--- src/rtl/lsu_byte_serial_if.sv ---
// Request/response bundle between the execute stage and the
// byte-serial load/store unit.
interface lsu_byte_serial_if #(
    parameter int ADDRESS_WIDTH = 32,
    parameter int DATA_WIDTH    = 32
);
    logic                     req_valid;
    logic                     req_ready;
    logic                     req_we;
    logic [1:0]               dataType;
    logic                     req_unsigned;
    logic [ADDRESS_WIDTH-1:0] req_addr;
    logic [DATA_WIDTH-1:0]    req_wdata;
    logic                     resp_valid;
    logic                     resp_err;
    logic [DATA_WIDTH-1:0]    resp_rdata;

    modport master (
        output req_valid, req_we, dataType, req_unsigned,
        output req_addr, req_wdata,
        input  req_ready, resp_valid, resp_err, resp_rdata
    );

    modport slave (
        input  req_valid, req_we, dataType, req_unsigned,
        input  req_addr, req_wdata,
        output req_ready, resp_valid, resp_err, resp_rdata
    );
endinterface

--- src/rtl/lsu_byte_serial.sv ---
// Byte-serial load/store initiator: splits word/half/byte accesses
// into single-byte memory cycles and assembles little-endian loads.
module lsu_byte_serial #(
    parameter int ADDRESS_WIDTH = 32,
    parameter int DATA_WIDTH    = 32,
    parameter int BYTE_WIDTH    = 8
) (
    input  logic                     clk,
    input  logic                     rst,
    lsu_byte_serial_if.slave         bus,
    output logic                     mem_en,
    output logic                     mem_we,
    output logic [ADDRESS_WIDTH-1:0] mem_addr,
    output logic [BYTE_WIDTH-1:0]    mem_wdata,
    input  logic [BYTE_WIDTH-1:0]    mem_rdata
);
    typedef enum logic [1:0] {IDLE, ACCESS, DONE} state_t;

    state_t                   state;
    logic                     we;
    logic                     uns;
    logic [1:0]               idx;
    logic [1:0]               last;
    logic [ADDRESS_WIDTH-1:0] base;
    logic [DATA_WIDTH-1:0]    wdata;
    logic [DATA_WIDTH-1:0]    rbuf;
    logic                     resp_valid;
    logic                     resp_err;
    logic [DATA_WIDTH-1:0]    resp_rdata;

    logic [1:0]               req_last;
    logic                     req_bad;
    logic [1:0]               idx_nxt;
    logic [DATA_WIDTH-1:0]    rbuf_nxt;
    logic [DATA_WIDTH-1:0]    ext;

    assign bus.req_ready  = (state == IDLE);
    assign bus.resp_valid = resp_valid;
    assign bus.resp_err   = resp_err;
    assign bus.resp_rdata = resp_rdata;

    assign idx_nxt = idx + 2'd1;

    // Decode byte count (as last index) and alignment/type errors.
    always_comb begin
        req_last = 2'd0;
        req_bad  = 1'b0;
        unique case (bus.dataType)
            2'b00: begin
                req_last = 2'd3;
                req_bad  = |bus.req_addr[1:0];
            end
            2'b10: begin
                req_last = 2'd1;
                req_bad  = bus.req_addr[0];
            end
            2'b01: req_last = 2'd0;
            default: req_bad = 1'b1;
        endcase
    end

    // Merge the current read byte and extend from the top loaded byte.
    always_comb begin
        rbuf_nxt = rbuf;
        rbuf_nxt[32'(idx)*BYTE_WIDTH +: BYTE_WIDTH] = mem_rdata;
        unique case (last)
            2'd0: ext = {{(DATA_WIDTH-8){~uns & rbuf_nxt[7]}},
                         rbuf_nxt[7:0]};
            2'd1: ext = {{(DATA_WIDTH-16){~uns & rbuf_nxt[15]}},
                         rbuf_nxt[15:0]};
            default: ext = rbuf_nxt;
        endcase
    end

    // Control FSM with registered memory and response outputs.
    always_ff @(posedge clk) begin
        if (rst) begin
            state      <= IDLE;
            idx        <= 2'd0;
            last       <= 2'd0;
            we         <= 1'b0;
            uns        <= 1'b0;
            base       <= '0;
            wdata      <= '0;
            rbuf       <= '0;
            resp_valid <= 1'b0;
            resp_err   <= 1'b0;
            resp_rdata <= '0;
            mem_en     <= 1'b0;
            mem_we     <= 1'b0;
            mem_addr   <= '0;
            mem_wdata  <= '0;
        end else begin
            resp_valid <= 1'b0;
            unique case (state)
                IDLE: begin
                    if (bus.req_valid) begin
                        we    <= bus.req_we;
                        uns   <= bus.req_unsigned;
                        base  <= bus.req_addr;
                        wdata <= bus.req_wdata;
                        last  <= req_last;
                        idx   <= 2'd0;
                        if (req_bad) begin
                            state      <= DONE;
                            resp_valid <= 1'b1;
                            resp_err   <= 1'b1;
                            resp_rdata <= '0;
                        end else begin
                            state     <= ACCESS;
                            mem_en    <= 1'b1;
                            mem_we    <= bus.req_we;
                            mem_addr  <= bus.req_addr;
                            mem_wdata <= bus.req_wdata[BYTE_WIDTH-1:0];
                        end
                    end
                end
                ACCESS: begin
                    if (!we) rbuf <= rbuf_nxt;
                    if (idx == last) begin
                        state      <= DONE;
                        mem_en     <= 1'b0;
                        mem_we     <= 1'b0;
                        resp_valid <= 1'b1;
                        resp_err   <= 1'b0;
                        resp_rdata <= we ? '0 : ext;
                    end else begin
                        idx       <= idx_nxt;
                        mem_addr  <= base + ADDRESS_WIDTH'(idx_nxt);
                        mem_wdata <=
                            wdata[32'(idx_nxt)*BYTE_WIDTH +: BYTE_WIDTH];
                    end
                end
                default: state <= IDLE;
            endcase
        end
    end
endmodule

--- src/flat_wrapper.sv ---
// flat-port wrapper written by rule: the top's interface ports become plain ports
module lsu_byte_serial_flat 
#(
    parameter int ADDRESS_WIDTH = 32,
    parameter int DATA_WIDTH    = 32,
    parameter int BYTE_WIDTH    = 8
)
  (clk, rst, mem_en, mem_we, mem_addr, mem_wdata, mem_rdata, bus_req_valid, bus_req_we, bus_dataType, bus_req_unsigned, bus_req_addr, bus_req_wdata, bus_req_ready, bus_resp_valid, bus_resp_err, bus_resp_rdata);
  lsu_byte_serial_if #(.ADDRESS_WIDTH(ADDRESS_WIDTH), .DATA_WIDTH(DATA_WIDTH)) bus_i ();
  input  logic clk;
  input  logic rst;
  output logic mem_en;
  output logic mem_we;
  output logic [ADDRESS_WIDTH-1:0] mem_addr;
  output logic [BYTE_WIDTH-1:0] mem_wdata;
  input  logic [BYTE_WIDTH-1:0] mem_rdata;
  input wire logic [$bits(bus_i.req_valid)-1:0] bus_req_valid;
  input wire logic [$bits(bus_i.req_we)-1:0] bus_req_we;
  input wire logic [$bits(bus_i.dataType)-1:0] bus_dataType;
  input wire logic [$bits(bus_i.req_unsigned)-1:0] bus_req_unsigned;
  input wire logic [$bits(bus_i.req_addr)-1:0] bus_req_addr;
  input wire logic [$bits(bus_i.req_wdata)-1:0] bus_req_wdata;
  output wire logic [$bits(bus_i.req_ready)-1:0] bus_req_ready;
  output wire logic [$bits(bus_i.resp_valid)-1:0] bus_resp_valid;
  output wire logic [$bits(bus_i.resp_err)-1:0] bus_resp_err;
  output wire logic [$bits(bus_i.resp_rdata)-1:0] bus_resp_rdata;
  assign bus_i.req_valid = bus_req_valid;
  assign bus_i.req_we = bus_req_we;
  assign bus_i.dataType = bus_dataType;
  assign bus_i.req_unsigned = bus_req_unsigned;
  assign bus_i.req_addr = bus_req_addr;
  assign bus_i.req_wdata = bus_req_wdata;
  assign bus_req_ready = bus_i.req_ready;
  assign bus_resp_valid = bus_i.resp_valid;
  assign bus_resp_err = bus_i.resp_err;
  assign bus_resp_rdata = bus_i.resp_rdata;
  lsu_byte_serial #(.ADDRESS_WIDTH(ADDRESS_WIDTH), .DATA_WIDTH(DATA_WIDTH), .BYTE_WIDTH(BYTE_WIDTH)) u_core (.clk(clk), .rst(rst), .bus(bus_i), .mem_en(mem_en), .mem_we(mem_we), .mem_addr(mem_addr), .mem_wdata(mem_wdata), .mem_rdata(mem_rdata));
endmodule
--- config.mk ---
export PLATFORM = sky130hd
export DESIGN_NAME = lsu_byte_serial_flat
export DESIGN_NICKNAME = d
export VERILOG_FILES = /design/src/rtl/lsu_byte_serial_if.sv /design/src/rtl/lsu_byte_serial.sv /design/src/flat_wrapper.sv
export SDC_FILE = /design/constraint.sdc
export NUM_CORES = 1
export LEC_CHECK = 0
export CAP_MARGIN = 20
export CORE_UTILIZATION = 29
export DETAILED_ROUTE_END_ITERATION = 7
export DONT_BUFFER_PORTS = 1
export PLACE_DENSITY = 0.52
export SLEW_MARGIN = 20
export SYNTH_ARGS = -nofsm -noshare
export SYNTH_HDL_FRONTEND = slang
export SYNTH_SLANG_ARGS = --single-unit
--- constraint.sdc ---
create_clock -name clk -period 5.3 [get_ports clk]
set_clock_uncertainty 0.05 [all_clocks]
set_input_delay 0.53 -clock clk [delete_from_list [all_inputs] [get_ports clk]]
set_output_delay 0.53 -clock clk [all_outputs]
set_load 0.05 [all_outputs]
======== Word level (Yosys, flattened, before mapping) ========
Cells that the tools add are included.
operators by class
  add/subtract/negate cells ............... 3
  equal/unequal tests ..................... 10
  shift-type cells ........................ 3
  multiplexer cells ....................... 38
  bitwise gates (word level) .............. 4
  reductions and logical operators ........ 12
operators by type and width
  operator                   number
  $mux W32                   7
  $pmux W32 S2               3
  $neg A5 Y34                1
  $shift A8 B34 Y32 const A  1
  $shiftx A8 B34 Y32         1
  $add A32 B2 Y32            1
  $bwmux W32                 1
  $shiftx A32 B6 Y8          1
  $mux W8                    3
  $pmux W8 S2                1
  $pmux W2 S2                3
  $reduce_and A4 Y1          3
  $mux W1                    10
  $mux W2                    5
  $pmux W1 S2                4
  $eq A2 B1 Y1 const B       3
  $logic_not A2 Y1           3
  $ne A2 B2 Y1 const B       3
  $reduce_and A2 Y1          3
  $ne A2 B1 Y1 const B       2
  $pmux W1 S3                1
  $reduce_and A3 Y1          1
  $add A2 B1 Y2 const B      1
  $and A1 B1 Y1              2
  other kinds (5)            6
word-level totals
  register bits ........................... 180
  input bits .............................. 79
  word-level logic and storage cells ...... 85

======== Depth between registers and ports, before layout ========
Gate-level depths: netlist of the first run.
  depth in word-level cells ............... 8
  mapped depth ............................ 10
  depth with buffers taken out ............ 8

======== Worst setup path before layout of the first run ========
Ideal clock, no wire load.
  kind .................................... flip-flop to flip-flop
  start ................................... register u_core.idx[0]
  end ..................................... register u_core.mem_addr[18]
  data arrival time ....................... 2.566 ns
  data required time ...................... 5.131 ns
  path slack .............................. 2.566 ns
  stages on the path, launching flop included .. 10
  period minus slack after synthesis ...... 2.734 ns
  cells stage by stage .................... dfxtp_1 > buf_2 > inv_1 > ha_1 > fa_1 > nand4_2 > or4_4 > or2_0 > a31oi_1 > o2bb2ai_1
between the ends
  cells in the longest elaborated chain, start to end .. 4
  elaborated cells between the ends (all ways) .. 7
ends and longest elaborated chain
  what                      line                    RTL
  start: declaration        lsu_byte_serial.sv:22   logic [1:0] idx;
  start signal: assignment  lsu_byte_serial.sv:128  idx <= idx_nxt;
  $add A2 B1 Y2             lsu_byte_serial.sv:42   assign idx_nxt = idx + 2'd1;
  $add A32 B2 Y32           lsu_byte_serial.sv:129  mem_addr <= base + ADDRESS_WIDTH'(idx_nxt);
  $mux W32                  lsu_byte_serial.sv:120  if (idx == last) begin
  $pmux W32 S2              lsu_byte_serial.sv:95   unique case (state)
  end signal: assignment    lsu_byte_serial.sv:113  mem_addr <= bus.req_addr;
  end signal: assignment    lsu_byte_serial.sv:129
  end: declaration          lsu_byte_serial.sv:13   output logic [ADDRESS_WIDTH-1:0] mem_addr,
Several ways; a longest one is shown, not always the timed one. The select of a mux whose other input is x is not followed.
A chain may end at the register's enable or synchronous reset.

======== Worst setup path after layout of the first run ========
  start ................................... register u_core.idx[0]
  end ..................................... register u_core.mem_addr[28]
The elaborated chain is that of the path after synthesis.

==> impl_metrics.csv, run 1 <==
group,metric,value,unit
global_routing,grt_pass1_vias,6639,
final_layout,finalNetCount,1051,
sta,hold_slack,0.107,ns
synth,yosysWarnings,0,
setup_path,cpPeakStageDelay,0.97,ns
die,core_area,27800,µm²
clock_network,cts_root_buf,"clkbuf_16",
synth,synthSimpleGateAreaFrac,22.7,%
die,initial_utilization,29.4,%
final_layout,layout.cells.non_filler,1356,
routing,avgViaCountPerCell,5.17,
placed_design,gp_congestion,0.826,
outcome,status,"complete, no violations",
setup_path,critical_path.top_delay_family,"flip-flops",
sta,fmax,258,MHz
power_and_ir_drop,clkPwrFrac,41.0,%
synth,synth_nets,1102,
routing,wirelength,24700,µm
setup_path,path_cells,"inv_1 > ha_1 > buf_4 > fa_1 > nand4_2 > nor4_4 > nand2_1 > xor2_1 > a2111oi_2",
sta,rsz0062_at_grt,"false",
setup_path,crit_type,"reg -> reg",
synth,ys_ff_latch,180,
routing,antenna_left,0,
routing,post_drt_wl_per_cell,18.2,µm
clock_network,clock_path_buffers,2,
setup_path,path_max_fanout,18,
setup_path,worstSetupEndpointType,"flop",
clock_network,cts_hold_buf,0,
power_and_ir_drop,power.density,349,nW/µm²
clock_network,htree_levels,4,
global_routing,track_usage,17.2,%
synth,synthMuxAreaShare,2.20,%
global_routing,grt_max_degree,162,
sta,fin_crit_sh,73.2,%
routing,drt_iter0_drc,484,
synth,synth_top_family_by_area,"simple AND/OR/NAND/NOR gates",
clock_network,post-cts-setup-buffers,0,
synth,postSynthCellCount,1015,
synth,synth.avg_cell_area,8.05,µm²
clock_network,cts_buffers,17,
final_layout,area_growth,10.6,%
clock_network,cts_resized,0,
setup_path,cp_num_buf_inv,2,
sta,slew_headroom,22.7,%
routing,first_pass_iters,5,
die,pin_count,156,
die,fp-row-count,61,
clock_network,cts_tree,"yes",
power_and_ir_drop,totalPowerFinal,3150,µW
setup_path,crit_arrival,4.16,ns
power_and_ir_drop,power.leakage,0.00294,µW
routing,vias,7016,
setup_path,cp-start-kind,"flop",
global_routing,antenna_found_initial,0,
power_and_ir_drop,power.internal,2160,µW
clock_network,clock_latency,0.44,ns
power_and_ir_drop,swShare,31.4,%
placed_design,dp.cells,1323,
synth,synth_edf_count,0,
power_and_ir_drop,seqPwrFrac,50.2,%
clock_network,cts_sinks,180,
sta,maxSlewViolCount,0,
synth,netlist_area,8170,µm²
sta,tightest_slew,1.14,ns
sta,setup_viol,0,
power_and_ir_drop,ir_drop,0.000229,V
sta,hold_viol,0,
power_and_ir_drop,comb_power_share,8.8,%
placed_design,place_hpwl,16600,µm
synth,synth_async_sr_flop_share,0,%
routing,drc,0,
synth,synth-compound-area-share,22.1,%
sta,fin_crit,3.88,ns
global_routing,overflow,0,
die,dieHeight,170,µm
clock_network,cts.clk_slew.worst_paths,0.08,ns
synth,ys_seq_area_share,44.1,%
sta,fin_tns_setup,0,ns
final_layout,layout-drive-gt1-share,7.27,%
die,dieArea,28900,µm²
synth,synth_xor_area_share,2.68,%
die,die_x,170,µm
placed_design,place.port_buffers,0,
hold_path,hold_path_class,"in -> reg",
synth,synth-main-ff-cell,"dfxtp_1",
global_routing,grt_pass1_wl,38600,µm
setup_path,required,5.59,ns
flow_run,drv_cap,0,
synth,synth_fa_ha_area_share,1.32,%
synth,synth_cell_types,66,
power_and_ir_drop,power.switching,990,µW
final_layout,finish.utilization,32.5,%
setup_path,cp_slowest_cell,"dfxtp_1",
## cells in the final DEF, fill, tap and decap left out, drive strengths merged, types with 8 or more instances in the layout
master and count:
nor3 8, xnor2 12, nand2 228, nand3 20, o21ai 28, a22oi 24
nor2b 14, o22ai 8, dfxtp 180, xor2 13, o32ai 16, inv 29
a21boi 9, mux4 8, a311oi 10, nand4 24, clkinv 10, buf 8
a21oi 134, nor2 81, clkbuf 17
## kinds of logic (layout without fill, tap and decap cells)
logic type,after synthesis,after routing
and+or+nand+nor,412,412
muxes,8,8
DFF,180,180
AOI/OAI and AO/OA,280,280
adders and majority gates,8,8
buffers and inverters,102,64
other,0,1
xor gates and xnor gates,25,25
## path summary, 6_finish.rpt
kind | startpoint | cells past startpoint | slack [ns] | end
setup / recovery | u_core.idx[0] | 9 | 1.42 | u_core.mem_addr[28]
hold / removal | rst | 1 | 0.11 | u_core.base[31]
setup reg to reg | u_core.idx[0] | 9 | 1.42 | u_core.mem_addr[28]
hold reg to reg | u_core.wdata[31] | 2 | 0.41 | u_core.wdata[31]
## layer usage
| layer | wire (µm) | track usage, % |
|---|---|---|
| met1 | 10900 | 21.7 |
| met2 | 11500 | 28.0 |
| met3 | 2160 | 5.93 |
| met4 | 193 | 4.11 |
| met5 | 0 | 0 |
## sequential cells by signal, summed over array words and instances, names as in the netlist, 2 cells and up
register,cells
u_core.wdata,32
u_core.mem_addr,32
u_core.state,2
u_core.last,2
u_core.bus.resp_rdata,32
u_core.base,32
u_core.idx,2
u_core.mem_wdata,8
u_core.rbuf,32
## synth_stat cells, types with 3 or more instances
| cell | n | area (µm²) |
|---|---|---|
| buf_1 | 5 | 18.8 |
| nor4_1 | 5 | 31.3 |
| o2bb2ai_1 | 3 | 26.3 |
| a211o_1 | 7 | 61.3 |
| a221o_1 | 7 | 70.1 |
| nand4_1 | 22 | 138 |
| nor3_1 | 7 | 35.0 |
| a31oi_1 | 5 | 31.3 |
| o22ai_1 | 8 | 50.1 |
| nor2_1 | 81 | 304 |
| a21oi_1 | 130 | 651 |
| xor2_1 | 13 | 114 |
| a22oi_1 | 24 | 180 |
| mux4_2 | 8 | 180 |
| and2_1 | 6 | 37.5 |
| a211oi_1 | 3 | 22.5 |
| clkbuf_1 | 59 | 221 |
| nor2b_1 | 14 | 87.6 |
| nand2_1 | 228 | 856 |
| a21oi_2 | 4 | 35.0 |
| a32o_1 | 3 | 30.0 |
| ha_1 | 7 | 87.6 |
| a311oi_1 | 10 | 87.6 |
| nand2b_1 | 5 | 31.3 |
| o211ai_1 | 4 | 30.0 |
| and3_1 | 3 | 18.8 |
| o21ai_0 | 26 | 130 |
| o32ai_1 | 16 | 140 |
| nor4b_1 | 3 | 26.3 |
| a21boi_0 | 9 | 67.6 |
| inv_1 | 23 | 86.3 |
| nand3_1 | 18 | 90.1 |
| xnor2_1 | 12 | 105 |
| dfxtp_1 | 180 | 3600 |
| buf_2 | 14 | 70.1 |
## final cells by class
| class | count | area [µm²] |
|---|---|---|
| Fill cell | 2989 | 18700 |
| Inverter | 24 | 90.1 |
| Tap cell | 378 | 473 |
| Clock inverter | 15 | 184 |
| Timing Repair Buffer | 8 | 60.1 |
| Multi-Input combinational cell | 733 | 4200 |
| Antenna cell | 1 | 2.50 |
| Clock buffer | 17 | 425 |
| Sequential cell | 180 | 3600 |
## power groups by stage
stage | Sequential (µW) | Combinational [µW] | Clock (µW)
after global routing | 1590 | 314 | 1380
final | 1580 | 278 | 1290
after floorplan | 1580 | 243 | 0
after global placement | 1610 | 279 | 0
after CTS | 1580 | 284 | 1330
after detailed placement | 1610 | 283 | 0
## through the flow
stage / area, µm² / setup WS, ns
after global placement: 8420 / 1.53
final: 9040 / 1.42
after detailed placement: 8420 / 1.35
after floorplan: 8170 / 2.57
after global routing: 9030 / 1.10
after CTS: 9030 / 1.34
No activity file was read; power rests on OpenSTA's default activity.
==> inputs of run 2 (changes only) <==
Settings changed: PLACE_DENSITY 0.52 to 0.53.
Clock period 5.3 ns to 3.49 ns, I/O delays scaled along.
==> run 2 against run 1 <==
Net effect:
- first-iteration DRC count rose by 21%
- clock-buffer cell count rose by 2
- via count increased by 3.4%
- wire length grew 2.9%
- die area unchanged
==> impl_metrics.csv, run 2 (synthesized netlist as in run 1, its figures left out) <==
group,metric,value,unit
hold_path,hold_depth,2,
sta,fin_crit,2.90,ns
routing,drc,0,
global_routing,grt_max_degree,154,
routing,drt_iter0_drc,584,
die,dieArea,28900,µm²
setup_path,crit-reg2reg-launch,"u_core.idx[1]",
hold_path,hp-start,"bus_req_wdata[11]",
hold_path,hold_path_class,"in -> reg",
sta,maxSlewViolCount,0,
global_routing,overflow,0,
flow_run,drv_cap,0,
setup_path,required,3.77,ns
routing,post_drt_wl_per_cell,17.9,µm
clock_network,post-cts-setup-buffers,0,
clock_network,cts_buffers,17,
hold_path,min_to,"u_core.wdata[11]",
clock_network,htree_levels,4,
setup_path,cpPeakStageDelay,0.60,ns
placed_design,place.port_buffers,0,
setup_path,path_cells,"inv_1 > ha_1 > fa_1 > nand4_2 > nor4_4 > nand2_1 > xor2_1 > a2111oi_2",
setup_path,worst-r2r-cell-count,8,
routing,antenna_left,0,
setup_path,worstSetupEndpointType,"flop",
die,fp-row-count,61,
global_routing,grt_pass1_wl,39600,µm
setup_path,crit_arrival,3.18,ns
setup_path,path_max_fanout,7,
die,core_area,27800,µm²
routing,first_pass_iters,5,
final_layout,finalNetCount,1115,
setup_path,crit_type,"reg -> reg",
outcome,status,"complete, no violations",
placed_design,gp_congestion,0.824,
sta,rsz0062_at_grt,"false",
sta,setup_viol,0,
sta,tightest_slew,0.988,ns
final_layout,layout-drive-gt1-share,7.97,%
power_and_ir_drop,power.leakage,0.00321,µW
die,initial_utilization,29.4,%
die,die_x,170,µm
clock_network,clock_latency,0.43,ns
final_layout,layout_common_cells,"nand2_1, dfxtp_1, a21oi_1",
clock_network,cts.clk_slew.worst_paths,0.07,ns
die,dieHeight,170,µm
clock_network,cts_resized,0,
sta,fin_crit_sh,83.2,%
sta,slew_headroom,33.9,%
sta,fin_tns_setup,0,ns
power_and_ir_drop,totalPowerFinal,4810,µW
setup_path,cp-start-kind,"flop",
setup_path,cp_slowest_cell,"nor4_4",
global_routing,grt_pass1_vias,6905,
sta,hold_viol,0,
final_layout,area_growth,18.0,%
final_layout,finish.utilization,34.7,%
global_routing,track_usage,17.6,%
clock_network,cts_sinks,180,
power_and_ir_drop,power.density,499,nW/µm²
setup_path,r2r-end,"u_core.mem_addr[28]",
clock_network,clock_path_buffers,2,
final_layout,layout_commonest_cell,"nand2_1",
routing,avgViaCountPerCell,5.11,
clock_network,cts_root_buf,"clkbuf_16",
routing,wirelength,25500,µm
power_and_ir_drop,ir_drop,0.000360,V
routing,vias,7256,
placed_design,place_hpwl,16800,µm
die,pin_count,156,
sta,fmax,344,MHz
global_routing,antenna_found_initial,0,
clock_network,cts_hold_buf,53,
setup_path,r2r_setup_slack,0.59,ns
clock_network,cts_tree,"yes",
run 2: worst max-delay path by stage:
stage          slack (ns)                         to  cells past startpoint          start
3_3_place_gp         0.36  u_core.bus.resp_rdata[19]                      8  u_core.idx[1]
2_1_floorplan        0.76        u_core.mem_addr[18]                      9  u_core.idx[0]
3_5_place_dp         0.58        u_core.mem_addr[28]                      8  u_core.idx[1]
5_1_grt              0.40        u_core.mem_addr[28]                      8  u_core.idx[1]
4_1_cts              0.54        u_core.mem_addr[28]                      8  u_core.idx[1]
6_report             0.59        u_core.mem_addr[28]                      8  u_core.idx[1]
run 2: area by class of cell:
cell class / instances / area (µm²)
inverter: 24 / 90.1
antenna: 1 / 2.50
multi-input combinational: 733 / 4200
clock buffer: 19 / 443
fill: 2945 / 18100
tap: 378 / 473
timing repair buffer: 72 / 703
sequential: 180 / 3600
clock inverter: 13 / 124
run 2: worst max-delay path: cells and delay by family, from the launching register on:
family                     cells  cell delay, ns
buffers and inverters          1            0.13
DFF                            1            0.45
xor gates and xnor gates       1            0.18
adders and majority gates      2            0.67
and+or+nand+nor                3            0.97
AOI/OAI and AO/OA              1            0.34
run 2: per-stage QoR:
stage                     setup WS (ns)  std cells  hold slack [ns]  instance area, µm²
after floorplan                   0.756       1015            0.383                8170
after global placement            0.361       1334            0.374                8520
after detailed placement          0.579       1334            0.384                8520
after CTS                         0.544       1419        0.0000769                9640
after global routing              0.398       1419         0.000157                9640
final                             0.586       1420          0.00975                9640
run 2: where the power goes:
part	internal [µW]	leakage (µW)	total [µW]	switching (µW)
Sequential	2160	0.00147	2400	241
Clock	1010	0.000270	1890	876
Combinational	205	0.00147	525	320
run 2: per-layer routing:
metal	wire [µm]	vias up	part of all wire [%]	global-route usage (%)
li1	-	3589	-	-
met1	11700	3436	46	23.0
met2	11700	216	46	27.9
met3	1790	15	7.0	5.00
met4	255	0	1.0	5.01
met5	0	-	0	0
